### config.mk
export PLATFORM = sky130hd
export DESIGN_NAME = memory_access_sequencer
export DESIGN_NICKNAME = d
export VERILOG_FILES = /design/src/rtl/memory_access_sequencer_pkg.sv /design/src/rtl/memory_access_sequencer_lane_aligner.sv /design/src/rtl/memory_access_sequencer.sv
export SDC_FILE = /design/constraint.sdc
export NUM_CORES = 1
export LEC_CHECK = 0
export ABC_CLOCK_PERIOD_IN_PS = 10050
export CAP_MARGIN = 15
export CORE_MARGIN = 3
export CORE_UTILIZATION = 54
export DETAILED_ROUTE_END_ITERATION = 7
export HOLD_SLACK_MARGIN = 0.03
export PLACE_DENSITY = 0.81
export SYNTH_ARGS = -nofsm -noshare
export SYNTH_HDL_FRONTEND = slang
export SYNTH_SLANG_ARGS = --single-unit
export TNS_END_PERCENT = 1
### constraint.sdc
create_clock -name clock -period 10.05 [get_ports clock]
set_input_delay 2.01 -clock clock [delete_from_list [all_inputs] [get_ports clock]]
set_output_delay 2.01 -clock clock [all_outputs]
set_load 0.02 [all_outputs]
### src/rtl/memory_access_sequencer_pkg.sv
// Shared encodings for the memory access sequencer: access sizes, operation codes
// (common with the arbiter) and the sequencer state encoding.
package memory_access_sequencer_pkg;

    localparam logic [1:0] SIZE_BYTE = 2'd0;
    localparam logic [1:0] SIZE_HALF = 2'd1;
    localparam logic [1:0] SIZE_WORD = 2'd2;

    localparam logic OP_READ  = 1'b0;
    localparam logic OP_WRITE = 1'b1;

    typedef enum logic [2:0] {
        ST_IDLE,
        ST_FIRST_REQ,
        ST_FIRST_RELEASE,
        ST_SECOND_REQ,
        ST_SECOND_RELEASE,
        ST_DONE
    } state_t;

    // The reserved size encoding behaves as a full word.
    function automatic int access_bytes(input logic [1:0] size, input int word_bytes);
        case (size)
            SIZE_BYTE: return 1;
            SIZE_HALF: return 2;
            default:   return word_bytes;
        endcase
    endfunction

endpackage

### src/rtl/memory_access_sequencer_lane_aligner.sv
// Places an access of 1/2/full-word bytes at a byte offset across two adjacent words:
// the low half of the wide mask/data targets word W, the high half targets W+1.
module memory_access_sequencer_lane_aligner
    import memory_access_sequencer_pkg::*;
#(
    parameter int SIZE = 32,
    localparam int SIZE_BYTES = SIZE / 8,
    localparam int OFFSET_SIZE = $clog2(SIZE_BYTES)
) (
    input  logic [OFFSET_SIZE-1:0]  offset,
    input  logic [1:0]              size,
    input  logic [SIZE-1:0]         data,
    output logic [2*SIZE_BYTES-1:0] wide_mask,
    output logic [2*SIZE-1:0]       wide_data,
    output logic                    split
);

    logic [2*SIZE_BYTES-1:0] base_mask;

    always_comb begin
        base_mask = '0;
        for (int b = 0; b < SIZE_BYTES; b++) begin
            if (b < access_bytes(size, SIZE_BYTES)) begin
                base_mask[b] = 1'b1;
            end
        end
        wide_mask = base_mask << offset;
        wide_data = {{SIZE{1'b0}}, data} << (8 * offset);
        split     = |wide_mask[2*SIZE_BYTES-1:SIZE_BYTES];
    end

endmodule

### src/rtl/memory_access_sequencer.sv
// Turns byte-addressed load/store requests into one or two word transactions on an
// arbiter accessor slot, merging and extending read data on the way back.
module memory_access_sequencer
    import memory_access_sequencer_pkg::*;
#(
    parameter int SIZE = 32,
    parameter bit ALLOW_MISALIGNED = 1'b1,
    localparam int SIZE_BYTES = SIZE / 8,
    localparam int OFFSET_SIZE = $clog2(SIZE_BYTES),
    localparam int WORD_ADDRESS_SIZE = SIZE - OFFSET_SIZE
) (
    input  logic                         clock,
    input  logic                         reset,
    input  logic                         request_enable,
    input  logic                         request_operation,
    input  logic [1:0]                   request_size,
    input  logic                         request_signed,
    input  logic [SIZE-1:0]              request_address,
    input  logic [SIZE-1:0]              request_data_out,
    output logic                         request_ready,
    output logic                         request_error,
    output logic [SIZE-1:0]              request_data_in,
    output logic                         memory_enable,
    output logic                         memory_operation,
    input  logic                         memory_ready,
    output logic [SIZE_BYTES-1:0]        memory_byte_mask,
    output logic [WORD_ADDRESS_SIZE-1:0] memory_word_address,
    input  logic [SIZE-1:0]              memory_data_in,
    output logic [SIZE-1:0]              memory_data_out
);

    state_t                       state_q, state_d;
    logic                         operation_q, operation_d;
    logic [1:0]                   size_q, size_d;
    logic                         signed_q, signed_d;
    logic [SIZE-1:0]              address_q, address_d;
    logic [SIZE-1:0]              data_q, data_d;
    logic [SIZE-1:0]              first_q, first_d;
    logic [SIZE-1:0]              second_q, second_d;
    logic                         request_ready_q, request_ready_d;
    logic                         request_error_q, request_error_d;
    logic [SIZE-1:0]              request_data_in_q, request_data_in_d;
    logic                         memory_enable_q, memory_enable_d;
    logic                         memory_operation_q, memory_operation_d;
    logic [SIZE_BYTES-1:0]        memory_byte_mask_q, memory_byte_mask_d;
    logic [WORD_ADDRESS_SIZE-1:0] memory_word_address_q, memory_word_address_d;
    logic [SIZE-1:0]              memory_data_out_q, memory_data_out_d;

    logic [OFFSET_SIZE-1:0]       align_offset;
    logic [1:0]                   align_size;
    logic [SIZE-1:0]              align_data;
    logic [WORD_ADDRESS_SIZE-1:0] word_base;
    logic [2*SIZE_BYTES-1:0]      wide_mask;
    logic [2*SIZE-1:0]            wide_data;
    logic                         split;

    logic [2*SIZE-1:0]            merged_wide;
    logic [SIZE-1:0]              keep;
    logic                         sign_bit;
    logic [SIZE-1:0]              read_result;
    logic [SIZE-1:0]              final_data;

    // In IDLE the aligner looks at the live request so the accept decision needs no extra cycle.
    assign align_offset = (state_q == ST_IDLE) ? request_address[OFFSET_SIZE-1:0] : address_q[OFFSET_SIZE-1:0];
    assign align_size   = (state_q == ST_IDLE) ? request_size : size_q;
    assign align_data   = (state_q == ST_IDLE) ? request_data_out : data_q;
    assign word_base    = (state_q == ST_IDLE) ? request_address[SIZE-1:OFFSET_SIZE] : address_q[SIZE-1:OFFSET_SIZE];

    memory_access_sequencer_lane_aligner #(.SIZE(SIZE)) u_lane_aligner (
        .offset    (align_offset),
        .size      (align_size),
        .data      (align_data),
        .wide_mask (wide_mask),
        .wide_data (wide_data),
        .split     (split)
    );

    // Read merge is the inverse of the aligner: shift the word pair down, keep the access bytes, extend.
    always_comb begin
        merged_wide = {second_q, first_q} >> (8 * address_q[OFFSET_SIZE-1:0]);
        keep = '0;
        for (int b = 0; b < SIZE_BYTES; b++) begin
            if (b < access_bytes(size_q, SIZE_BYTES)) begin
                keep[8*b +: 8] = 8'hFF;
            end
        end
        case (size_q)
            SIZE_BYTE: sign_bit = merged_wide[7];
            SIZE_HALF: sign_bit = merged_wide[15];
            default:   sign_bit = merged_wide[SIZE-1];
        endcase
        read_result = (merged_wide[SIZE-1:0] & keep) | (~keep & {SIZE{signed_q & sign_bit}});
        final_data  = (operation_q == OP_READ) ? read_result : '0;
    end

    always_comb begin
        // NOTE: every _d starts as its _q so paths that do not assign it hold state instead of inferring a latch.
        state_d               = state_q;
        operation_d           = operation_q;
        size_d                = size_q;
        signed_d              = signed_q;
        address_d             = address_q;
        data_d                = data_q;
        first_d               = first_q;
        second_d              = second_q;
        request_ready_d       = request_ready_q;
        request_error_d       = request_error_q;
        request_data_in_d     = request_data_in_q;
        memory_enable_d       = memory_enable_q;
        memory_operation_d    = memory_operation_q;
        memory_byte_mask_d    = memory_byte_mask_q;
        memory_word_address_d = memory_word_address_q;
        memory_data_out_d     = memory_data_out_q;

        case (state_q)
            ST_IDLE: begin
                if (request_enable) begin
                    operation_d = request_operation;
                    size_d      = request_size;
                    signed_d    = request_signed;
                    address_d   = request_address;
                    data_d      = request_data_out;
                    first_d     = '0;
                    second_d    = '0;
                    if (split && !ALLOW_MISALIGNED) begin
                        state_d           = ST_DONE;
                        request_ready_d   = 1'b1;
                        request_error_d   = 1'b1;
                        request_data_in_d = '0;
                    end else begin
                        state_d               = ST_FIRST_REQ;
                        memory_enable_d       = 1'b1;
                        memory_operation_d    = request_operation;
                        memory_byte_mask_d    = wide_mask[SIZE_BYTES-1:0];
                        memory_word_address_d = word_base;
                        memory_data_out_d     = wide_data[SIZE-1:0];
                    end
                end
            end
            ST_FIRST_REQ: begin
                if (memory_ready) begin
                    first_d         = memory_data_in;
                    memory_enable_d = 1'b0;
                    state_d         = ST_FIRST_RELEASE;
                end
            end
            ST_FIRST_RELEASE: begin
                if (!memory_ready) begin
                    if (split) begin
                        state_d               = ST_SECOND_REQ;
                        memory_enable_d       = 1'b1;
                        memory_byte_mask_d    = wide_mask[2*SIZE_BYTES-1:SIZE_BYTES];
                        memory_word_address_d = word_base + 1'b1;
                        memory_data_out_d     = wide_data[2*SIZE-1:SIZE];
                    end else begin
                        state_d           = ST_DONE;
                        request_ready_d   = 1'b1;
                        request_error_d   = 1'b0;
                        request_data_in_d = final_data;
                    end
                end
            end
            ST_SECOND_REQ: begin
                if (memory_ready) begin
                    second_d        = memory_data_in;
                    memory_enable_d = 1'b0;
                    state_d         = ST_SECOND_RELEASE;
                end
            end
            ST_SECOND_RELEASE: begin
                if (!memory_ready) begin
                    state_d           = ST_DONE;
                    request_ready_d   = 1'b1;
                    request_error_d   = 1'b0;
                    request_data_in_d = final_data;
                end
            end
            ST_DONE: begin
                if (!request_enable) begin
                    state_d         = ST_IDLE;
                    request_ready_d = 1'b0;
                    request_error_d = 1'b0;
                end
            end
            default: state_d = ST_IDLE;
        endcase
    end

    // NOTE: the asynchronous reset drops memory_enable at once; the arbiter then sees a normal release.
    always_ff @(posedge clock or posedge reset) begin
        if (reset) begin
            state_q               <= ST_IDLE;
            operation_q           <= 1'b0;
            size_q                <= 2'd0;
            signed_q              <= 1'b0;
            address_q             <= '0;
            data_q                <= '0;
            first_q               <= '0;
            second_q              <= '0;
            request_ready_q       <= 1'b0;
            request_error_q       <= 1'b0;
            request_data_in_q     <= '0;
            memory_enable_q       <= 1'b0;
            memory_operation_q    <= 1'b0;
            memory_byte_mask_q    <= '0;
            memory_word_address_q <= '0;
            memory_data_out_q     <= '0;
        end else begin
            state_q               <= state_d;
            operation_q           <= operation_d;
            size_q                <= size_d;
            signed_q              <= signed_d;
            address_q             <= address_d;
            data_q                <= data_d;
            first_q               <= first_d;
            second_q              <= second_d;
            request_ready_q       <= request_ready_d;
            request_error_q       <= request_error_d;
            request_data_in_q     <= request_data_in_d;
            memory_enable_q       <= memory_enable_d;
            memory_operation_q    <= memory_operation_d;
            memory_byte_mask_q    <= memory_byte_mask_d;
            memory_word_address_q <= memory_word_address_d;
            memory_data_out_q     <= memory_data_out_d;
        end
    end

    assign request_ready       = request_ready_q;
    assign request_error       = request_error_q;
    assign request_data_in     = request_data_in_q;
    assign memory_enable       = memory_enable_q;
    assign memory_operation    = memory_operation_q;
    assign memory_byte_mask    = memory_byte_mask_q;
    assign memory_word_address = memory_word_address_q;
    assign memory_data_out     = memory_data_out_q;

endmodule

==> out/summary.txt, run 1 <==
Vias per cell - 6.04
H-tree levels - 1
Worst slew pin tran - 1.13 ns
Top delay family on crit path - compound AO/OA/AOI/OAI gates
Max incr delay on CP - 0.99 ns
Sum Neg Setup Slack - 0 ns
Hold WC Path Type - flop to flop
Fraction of layout cells with a size suffix above 1 - 0.116
Slew HR - 0.247
Row count - 55
RSZ-0062 raised after global routing - false
EDFF count, synth - 0
Vias in the first global route - 10600
Die area - 25300 µm²
Metal2 WL - 16.3 mm
Worst-skew pair later-pin latency - 0.53 ns
Status - completed
Post-Synthesis Cells - 1318
Reg2Reg Setup Slack - 5.83 ns
Met3 Wirelength - 2.80 mm
Final worst-path cycle share - 0.520
Clk buf depth - 3
Syn-to-layout area delta - 24.2%
Post-CTS Resized - 0
Syn avg cell area - 9.62 µm²
Final Hold Vio Count - 0
Most common cell in the synthesized netlist - nand2_1
Synthesized flop and latch total - 227
DRT Wirelength - 35.4 mm
Setup ws final - 4.82 ns
Highest routed metal layer - met4
Gr ovfl total - 0
DR DRC count - 0
Slowest-stage cell, CP - clkdlybuf4s50_1
Power Total - 5.59 mW
Synth top area cells - dfrtp_1 (45%), nand2_1 (10%), mux2i_1 (8.2%), mux4_2 (5.2%), mux2_2 (3.7%)
Initial antenna violation count - 0
Die W - 159 µm
Number of routed nets with antenna violations - 0
Routed vias - 10900
Post-Route Skew - 0.0111 ns
Number of max-cap violations - 0
FMAX - 0.191 GHz
Startpoint types - input pin
I/O pin count - 206
WL per Instance - 19.7 µm
Worst VDD drop - 0.000207 V
WP buf/inv - 1
Share of synthesized registers carrying an async set or reset - 1.00
Total global-route track usage - 0.273
DPL Wire Length - 24.2 mm
Iter 0 DRT Violations - 1009
Nets - 1575
Clk sinks - 227
Postcts setup bufs - 0
LEAKAGE - 6.97 nW
Initial Util - 0.555
CTS Buf Count - 25
CP max FO - 33
Yosys top cell area share - 0.448
Ys Warns - 0
Hold Buf Count CTS - 0
Sequential element share of the synthesized area - 0.448
WP data arrival - 5.63 ns
Finished Core Util - 0.689
Gpl congestion - 0.857
Die H - 159 µm
Synth cell count leaders - nand2_1 (350), dfrtp_1 (227), mux2i_1 (104)
DP Worst Slack - 4.36 ns
Most used DFF post-synth - dfrtp_1
Leading area contributor after synthesis - dfrtp_1
Netlist cell types - 67
Port Buffer Count - 204
CTS tree - yes
Largest net degree at the start of global routing - 93
Root Buffer - clkbuf_16
Worst Path Required - 10.45 ns
First-pass DRT Iterations - 5
Crit path time final - 5.23 ns
First-pass GRT wire length - 56.8 mm
Max Slew Vio Count - 0
Crit-path cells - clkdlybuf4s50_1, nor4b_1, or2_2, o32ai_2, a31oi_4, mux2_2
Setup CP Type - input pin to flop
Setup crit end kind - flop
Core area - 22800 µm²
Syn nets - 1424
Diode count - 0
WL met1 - 14.9 mm
Setup Viol. Count Final - 0
Cell area after synthesis - 12700 µm²
Clock slew at reported path FFs - 0.06 ns
PwrDens - 355 nW/µm²
power by group:
| part | internal, mW | switching, mW | total (mW) | leakage, nW |
|---|---|---|---|---|
| Combinational | 1.30 | 1.64 | 2.94 | 3.60 |
| Clock | 0.616 | 0.369 | 0.985 | 0.436 |
| Sequential | 1.31 | 0.361 | 1.67 | 2.94 |
| Total | 3.22 | 2.37 | 5.59 | 6.97 |
worst paths after layout:
path,start,endpoint,cells past startpoint
setup / recovery,request_address[0],request_data_in[23],6
hold / removal,data_q[3],data_q[3],2
setup reg to reg,state_q[2],memory_word_address[22],10
hold reg to reg,data_q[3],data_q[3],2
max in group asynchronous,reset,data_q[7],3
min in group asynchronous,reset,request_data_in[22],2
area by class of cell:
cell class / count / area [µm²]
clock inverters: 10 / 179
clock buffers: 36 / 707
inverters: 8 / 37.5
fillers: 1705 / 7100
multi-input cells: 983 / 6560
well taps: 313 / 392
flip-flops and latches: 227 / 5680
repair buffers: 224 / 2190
flip-flops by register name, summed over array words and instances (netlist names):
name,count
memory_enable,1
second_q,24
memory_data_out,32
address_q,32
request_ready,1
data_q,32
request_data_in,32
first_q,32
size_q,2
state_q,3
memory_operation,1
signed_q,1
memory_byte_mask,4
memory_word_address,30
tightest hold or removal path, stage by stage, from the launching register on:
cell     delay (ns)
dfrtp_1        0.34
nand2_1        0.05
nand2_1        0.06
metrics by stage:
step | instances | hold WS [ns] | area, µm²
6_report | 1801 | 0.474 | 15700
5_1_grt | 1801 | 0.498 | 15700
4_1_cts | 1801 | 0.475 | 15700
3_5_place_dp | 1755 | 0.461 | 14900
3_3_place_gp | 1755 | 0.456 | 14900
2_1_floorplan | 1318 | 0.445 | 12700
logic make-up (layout without fill, tap and decap cells):
| family | after synthesis | in the layout | synth area share |
|---|---|---|---|
| adder cells (fa/ha/maj) | 2 | 2 | 0.00197 |
| multiplexers | 196 | 196 | 0.196 |
| other | 1 | 1 | 0.000296 |
| AND/OR/NAND/NOR | 553 | 553 | 0.193 |
| AO/OA/AOI/OAI | 214 | 214 | 0.110 |
| XOR/XNOR | 17 | 17 | 0.0117 |
| flip-flops | 227 | 227 | 0.448 |
| buffers and inverters | 108 | 278 | 0.0390 |
routing by layer:
layer	global-route usage	up-vias
met5	0	-
met4	0.0979	0
met3	0.0427	88
met2	0.425	528
met1	0.392	5295
li1	-	4970
layout by cell type, fill, tap and decap left out, drive strengths merged, types with 8 or more instances in the layout:
master / n
o22a: 8
nor4: 11
clkdlybuf4s50: 204
inv: 9
clkbuf: 36
a22oi: 10
o21ai: 89
nand2: 351
nor3: 30
a21oi: 20
nor2b: 9
mux2: 63
dfrtp: 227
buf: 20
nand3: 57
o31ai: 21
mux2i: 104
xnor2: 14
mux4: 29
a2bb2oi: 8
o22ai: 17
nor2: 37
nand4: 9
and3: 16
No activity file was read; power rests on OpenSTA's default activity.
==> run 2: changes to the inputs <==
--- a/config.mk
+++ b/config.mk
@@ -5,7 +5,7 @@
 export SDC_FILE = /design/constraint.sdc
 export NUM_CORES = 1
 export LEC_CHECK = 0
-export ABC_CLOCK_PERIOD_IN_PS = 10050
+export ABC_CLOCK_PERIOD_IN_PS = 4950
 export CAP_MARGIN = 15
 export CORE_MARGIN = 3
 export CORE_UTILIZATION = 54
==> constraint.sdc (replaced) <==
create_clock -name clock -period 4.95 [get_ports clock]
set_input_delay 0.99 -clock clock [delete_from_list [all_inputs] [get_ports clock]]
set_output_delay 0.99 -clock clock [all_outputs]
set_load 0.02 [all_outputs]
==> out/summary.txt, run 2 (synthesis gave the netlist of run 1 again) <==
CTS Buf Count - 25 (unchanged)
Hold slack - 0.474 ns (-0.000339 ns)
Fillers - 1746 (+2.4%)
Commonest non-fill, non-tap cell in the layout - nand2_1
Core area - 22800 µm² (unchanged)
Die H - 159 µm (unchanged)
Fin cells - 1811 (+0.56%)
Clk sinks - 227 (unchanged)
Routed vias - 11000 (+0.85%)
Root Buffer - clkbuf_16
Iter 0 DRT Violations - 1104 (+9.4%)
CP max FO - 33 (unchanged)
Crit path time final - 3.80 ns
Hold WC Path Type - flop to flop
Final Hold Vio Count - 0 (unchanged)
Max Slew Vio Count - 0 (unchanged)
Startpoint types - flop
Number of max-cap violations - 0 (unchanged)
Row count - 55 (unchanged)
Sum Neg Setup Slack - 0 ns (unchanged)
PwrDens - 715 nW/µm² (+100%)
Register area - 5680 µm² (unchanged)
I/O pin count - 206 (unchanged)
Postcts setup bufs - 0 (unchanged)
H-tree levels - 1 (unchanged)
Number of routed nets with antenna violations - 0 (unchanged)
Worst slew pin tran - 1.24 ns (+0.107 ns)
Vias in the first global route - 10700 (+0.76%)
RSZ-0062 raised after global routing - false
Syn-to-layout area delta - 24.3% (about the same)
Initial antenna violation count - 4 (+4)
Nets - 1582 (+0.44%)
Hold Buf Count CTS - 0 (unchanged)
Gr ovfl total - 0 (unchanged)
Setup crit end kind - flop
DR DRC count - 0 (unchanged)
Clk buf depth - 3 (unchanged)
Gpl congestion - 0.872 (+1.7%)
Post-CTS Resized - 0 (unchanged)
First-pass DRT Iterations - 6 (+1)
Die W - 159 µm (unchanged)
DPL Wire Length - 25.2 mm (+4.4%)
LEAKAGE - 6.96 nW (about the same)
First-pass GRT wire length - 58.4 mm (+2.8%)
Final worst-path cycle share - 0.768
Die area - 25300 µm² (unchanged)
Placed Area - 14900 µm² (+0.50%)
Final instance area - 15800 µm² (about the same)
Largest net degree at the start of global routing - 83 (-11%)
Setup CP Type - flop to flop
Min-Delay Startpoint - data_q[3]
WL per Instance - 20.1 µm (+2.3%)
Area of the multi-input gates - 6560 µm² (unchanged)
Setup Viol. Count Final - 0 (unchanged)
Commonest cells after routing, fill and taps aside - nand2_1 (349), dfrtp_1 (226), clkdlybuf4s50_1 (204)
WP data arrival - 4.21 ns (-1.42 ns)
Worst-skew pair later-pin latency - 0.53 ns (about the same)
Crit path from - state_q[1]
Finished Core Util - 0.690 (about the same)
Initial Util - 0.555 (unchanged)
Slew HR - 0.171 (-0.0758)
CTS tree - yes
Port Buffer Count - 204 (unchanged)
Inst Count DP - 1762 (+0.40%)
DRT Wirelength - 36.4 mm (+2.8%)
Reg2Reg Launch Point - state_q[1]
Fraction of layout cells with a size suffix above 1 - 0.119 (+0.00288)
FMAX - 0.263 GHz
Status - completed
Worst Path Required - 5.36 ns (-5.09 ns)
Vias per cell - 6.06 (+0.29%)
Post-Route Skew - 0.0101 ns (-0.000974 ns)
Total global-route track usage - 0.280 (+0.00700)
Worst VDD drop - 0.000383 V (+85%)
Clock slew at reported path FFs - 0.06 ns (about the same)
[run 2: cell types whose count changed in the layout (fill, tap and decap cells not counted)]
cell / previous run / this run
clkbuf_8: 4 / 7
diode_2: 0 / 4
clkinvlp_4: 0 / 2
inv_8: 1 / 0
clkbuf_1: 7 / 8
buf_4: 20 / 25
buf_12: 0 / 2
clkinv_2: 4 / 2
bufinv_16: 5 / 1
[run 2: final cells by class]
class	count	share of cell area
clock inverter	5	0.00357
timing repair buffer	231	0.144
tap	313	0.0249
multi-input combinational	983	0.416
antenna	4	0.000635
sequential	227	0.361
clock buffer	40	0.0477
inverter	8	0.00214
[run 2: where the power goes]
group	switching, mW	leakage [nW]	internal (mW)
clock network	0.756	0.395	1.09
registers	0.723	2.94	2.66
logic	3.38	3.63	2.66
[run 2: path summary, 6_finish.rpt]
path	endpoint	slack [ns]	cells past startpoint
setup / recovery	memory_byte_mask[2]	1.15	6
max in group asynchronous	address_q[0]	3.17	3
hold reg to reg	data_q[3]	0.47	2
min in group asynchronous	request_data_in[18]	0.95	2
setup reg to reg	memory_byte_mask[2]	1.15	6
hold / removal	data_q[3]	0.47	2
[run 2: stage by stage]
step / setup slack (ns) / power, mW
floorplan: 0.994 / 7.38
global route: 0.955 / 11.9
finish: 1.15 / 11.3
CTS: 1.19 / 11.2
detailed placement: 0.934 / 9.35
global placement: 1.07 / 9.14
[run 2: critical path: stages (launching register included)]
cell and delay [ns]:
dfrtp_1 0.62, nor3_4 0.62, buf_4 0.55, and2_2 0.77, a21oi_4 0.24, nand2_4 0.47
mux2_2 0.39
[run 2: routing by layer]
layer,vias to the layer above,share of wire,track usage
met5,-,0.00038,0
met4,2,0.032,0.0895
met3,74,0.079,0.0593
met2,481,0.46,0.441
met1,5420,0.42,0.392
li1,4996,-,-
==> run 3: changes to the inputs <==
--- a/config.mk
+++ b/config.mk
@@ -5,7 +5,7 @@
 export SDC_FILE = /design/constraint.sdc
 export NUM_CORES = 1
 export LEC_CHECK = 0
-export ABC_CLOCK_PERIOD_IN_PS = 4950
+export ABC_CLOCK_PERIOD_IN_PS = 3550
 export CAP_MARGIN = 15
 export CORE_MARGIN = 3
 export CORE_UTILIZATION = 54
==> constraint.sdc (replaced) <==
create_clock -name clock -period 3.55 [get_ports clock]
set_input_delay 0.71 -clock clock [delete_from_list [all_inputs] [get_ports clock]]
set_output_delay 0.71 -clock clock [all_outputs]
set_load 0.02 [all_outputs]
==> out/summary.txt, run 3 (synthesis gave the netlist of run 1 again) <==
Clock Power Share - 0.162 (-0.002)
CTS tree - yes
Reg2Reg Launch Point - state_q[1]
Max Slew Vio Count - 0 (unchanged)
Power Total - 15.8 mW (+40%)
Slew HR - 0.458 (+0.287)
Setup Viol. Count Final - 0 (unchanged)
Number of max-cap violations - 0 (unchanged)
Largest net degree at the start of global routing - 89 (+7.2%)
Sequential power share - 0.297 (-0.003)
Vias per cell - 6.04 (-0.35%)
H-tree levels - 1 (unchanged)
Syn-to-layout area delta - 25.1%
Register area - 5680 µm² (unchanged)
Hold Buf Count CTS - 0 (unchanged)
Final Hold Vio Count - 0 (unchanged)
Sum Neg Setup Slack - 0 ns (unchanged)
Commonest cells after routing, fill and taps aside - nand2_1 (349), dfrtp_1 (226), clkdlybuf4s50_1 (204)
Initial Util - 0.555 (unchanged)
Hold Path End - data_q[25]
Worst Path Required - 3.98 ns (-1.38 ns)
P_sw - 6.81 mW (+40%)
First-pass GRT wire length - 59.1 mm (+1.3%)
DPL Wire Length - 25.2 mm (-0.27%)
Clock slew at reported path FFs - 0.06 ns (about the same)
Switching Share - 0.430 (-0.00126)
Worst Hold Depth - 2 (unchanged)
Total global-route track usage - 0.284 (+0.00426)
Setup crit end kind - flop
Post-Route Skew - 0.0115 ns (+0.00139 ns)
Post-CTS Resized - 0 (unchanged)
Gpl congestion - 0.911 (+4.6%)
DRT Wirelength - 36.5 mm (+0.15%)
Crit path time final - 3.03 ns (-0.768 ns)
Nets - 1592 (+0.63%)
CP max FO - 41 (+24%)
Commonest non-fill, non-tap cell in the layout - nand2_1
Diode count - 0 (-4)
Min-Delay Startpoint - data_q[25]
Gr ovfl total - 0 (unchanged)
Die area - 25300 µm² (unchanged)
Fraction of layout cells with a size suffix above 1 - 0.130 (+0.0112)
Int Power - 9.01 mW (+41%)
Combinational share of power - 0.541 (+0.005)
DR DRC count - 0 (unchanged)
Fillers - 1721 (-1.4%)
Initial antenna violation count - 0 (-4)
Core area - 22800 µm² (unchanged)
Number of routed nets with antenna violations - 0 (unchanged)
LEAKAGE - 7.04 nW (+1.1%)
Reg2Reg Setup Slack - 0.52 ns (-0.63 ns)
Die W - 159 µm (unchanged)
Routed vias - 11000 (-0.018%)
I/O pin count - 206 (unchanged)
Crit path from - state_q[1]
RSZ-0062 raised after global routing - false
Postcts setup bufs - 0 (unchanged)
Row count - 55 (unchanged)
Iter 0 DRT Violations - 1000 (-9.4%)
Status - completed
CTS Buf Count - 25 (unchanged)
Final instance area - 15900 µm² (+0.64%)
Root Buffer - clkbuf_16
First-pass DRT Iterations - 6 (unchanged)
Worst R2R Path Depth - 6 (unchanged)
Setup CP Type - flop to flop
Final worst-path cycle share - 0.854 (+0.0863)
Reg-to-Reg End - memory_word_address[22]
Area of the multi-input gates - 6560 µm² (unchanged)
Worst slew pin tran - 0.812 ns (-0.424 ns)
WP data arrival - 3.46 ns (-0.75 ns)
Startpoint types - flop
Finished Core Util - 0.694 (+0.00438)
WL per Instance - 20.1 µm (-0.18%)
Hold WC Path Type - flop to flop
Clk sinks - 227 (unchanged)
Worst-skew pair later-pin latency - 0.52 ns (about the same)
PwrDens - 998 nW/µm² (+40%)
Port Buffer Count - 204 (unchanged)
Worst VDD drop - 0.000518 V (+35%)
Die H - 159 µm (unchanged)
Clk buf depth - 3 (unchanged)
Placed Area - 15000 µm² (+0.67%)
FMAX - 0.330 GHz (+25%)
Vias in the first global route - 10800 (+0.96%)
run 3: critical path: stages (launching register included):
cell and delay (ns):
dfrtp_1 0.42, or3_2 0.70, buf_4 0.38, mux2i_1 0.28
or3_1 0.58, o31a_1 0.34, o31ai_2 0.21
run 3: metrics by stage:
step / cells / setup slack, ns / hold WS [ns]
3_5_place_dp: 1772 / 0.212 / 0.461
5_1_grt: 1817 / 0.360 / 0.501
4_1_cts: 1817 / 0.578 / 0.476
3_3_place_gp: 1772 / 0.292 / 0.456
2_1_floorplan: 1318 / -0.126 / 0.445
6_report: 1817 / 0.518 / 0.471
run 3: layer usage:
layer,vias up,wire length (µm),GRT usage
met5,-,0,0
met4,0,1050,0.0812
met3,80,2660,0.0460
met2,527,17200,0.454
met1,5359,15600,0.406
li1,5005,-,-
run 3: worst max path at each step:
| stage | endpoint | slack, ns | cells after the start |
|---|---|---|---|
| floorplan | address_q[0] | -0.13 | 1 |
| global placement | memory_word_address[26] | 0.29 | 9 |
| detailed placement | memory_word_address[20] | 0.21 | 9 |
| CTS | memory_word_address[22] | 0.58 | 6 |
| global route | first_q[7] | 0.36 | 8 |
| finish | memory_word_address[22] | 0.52 | 6 |
run 3: layout make-up:
cell class / instances / area share
Multi-Input combinational cell: 983 / 0.414
Clock inverter: 13 / 0.00608
Tap cell: 313 / 0.0247
Inverter: 8 / 0.00213
Timing Repair Buffer: 241 / 0.149
Clock buffer: 32 / 0.0455
Sequential cell: 227 / 0.358
run 3: power groups by stage:
stage	Clock [mW]	Sequential [mW]	Combinational (mW)
finish	2.57	4.70	8.55
global route	2.72	4.84	9.23
CTS	2.61	4.68	8.49
detailed placement	0	4.72	8.43
global placement	0	4.66	8.21
floorplan	0	4.91	5.38
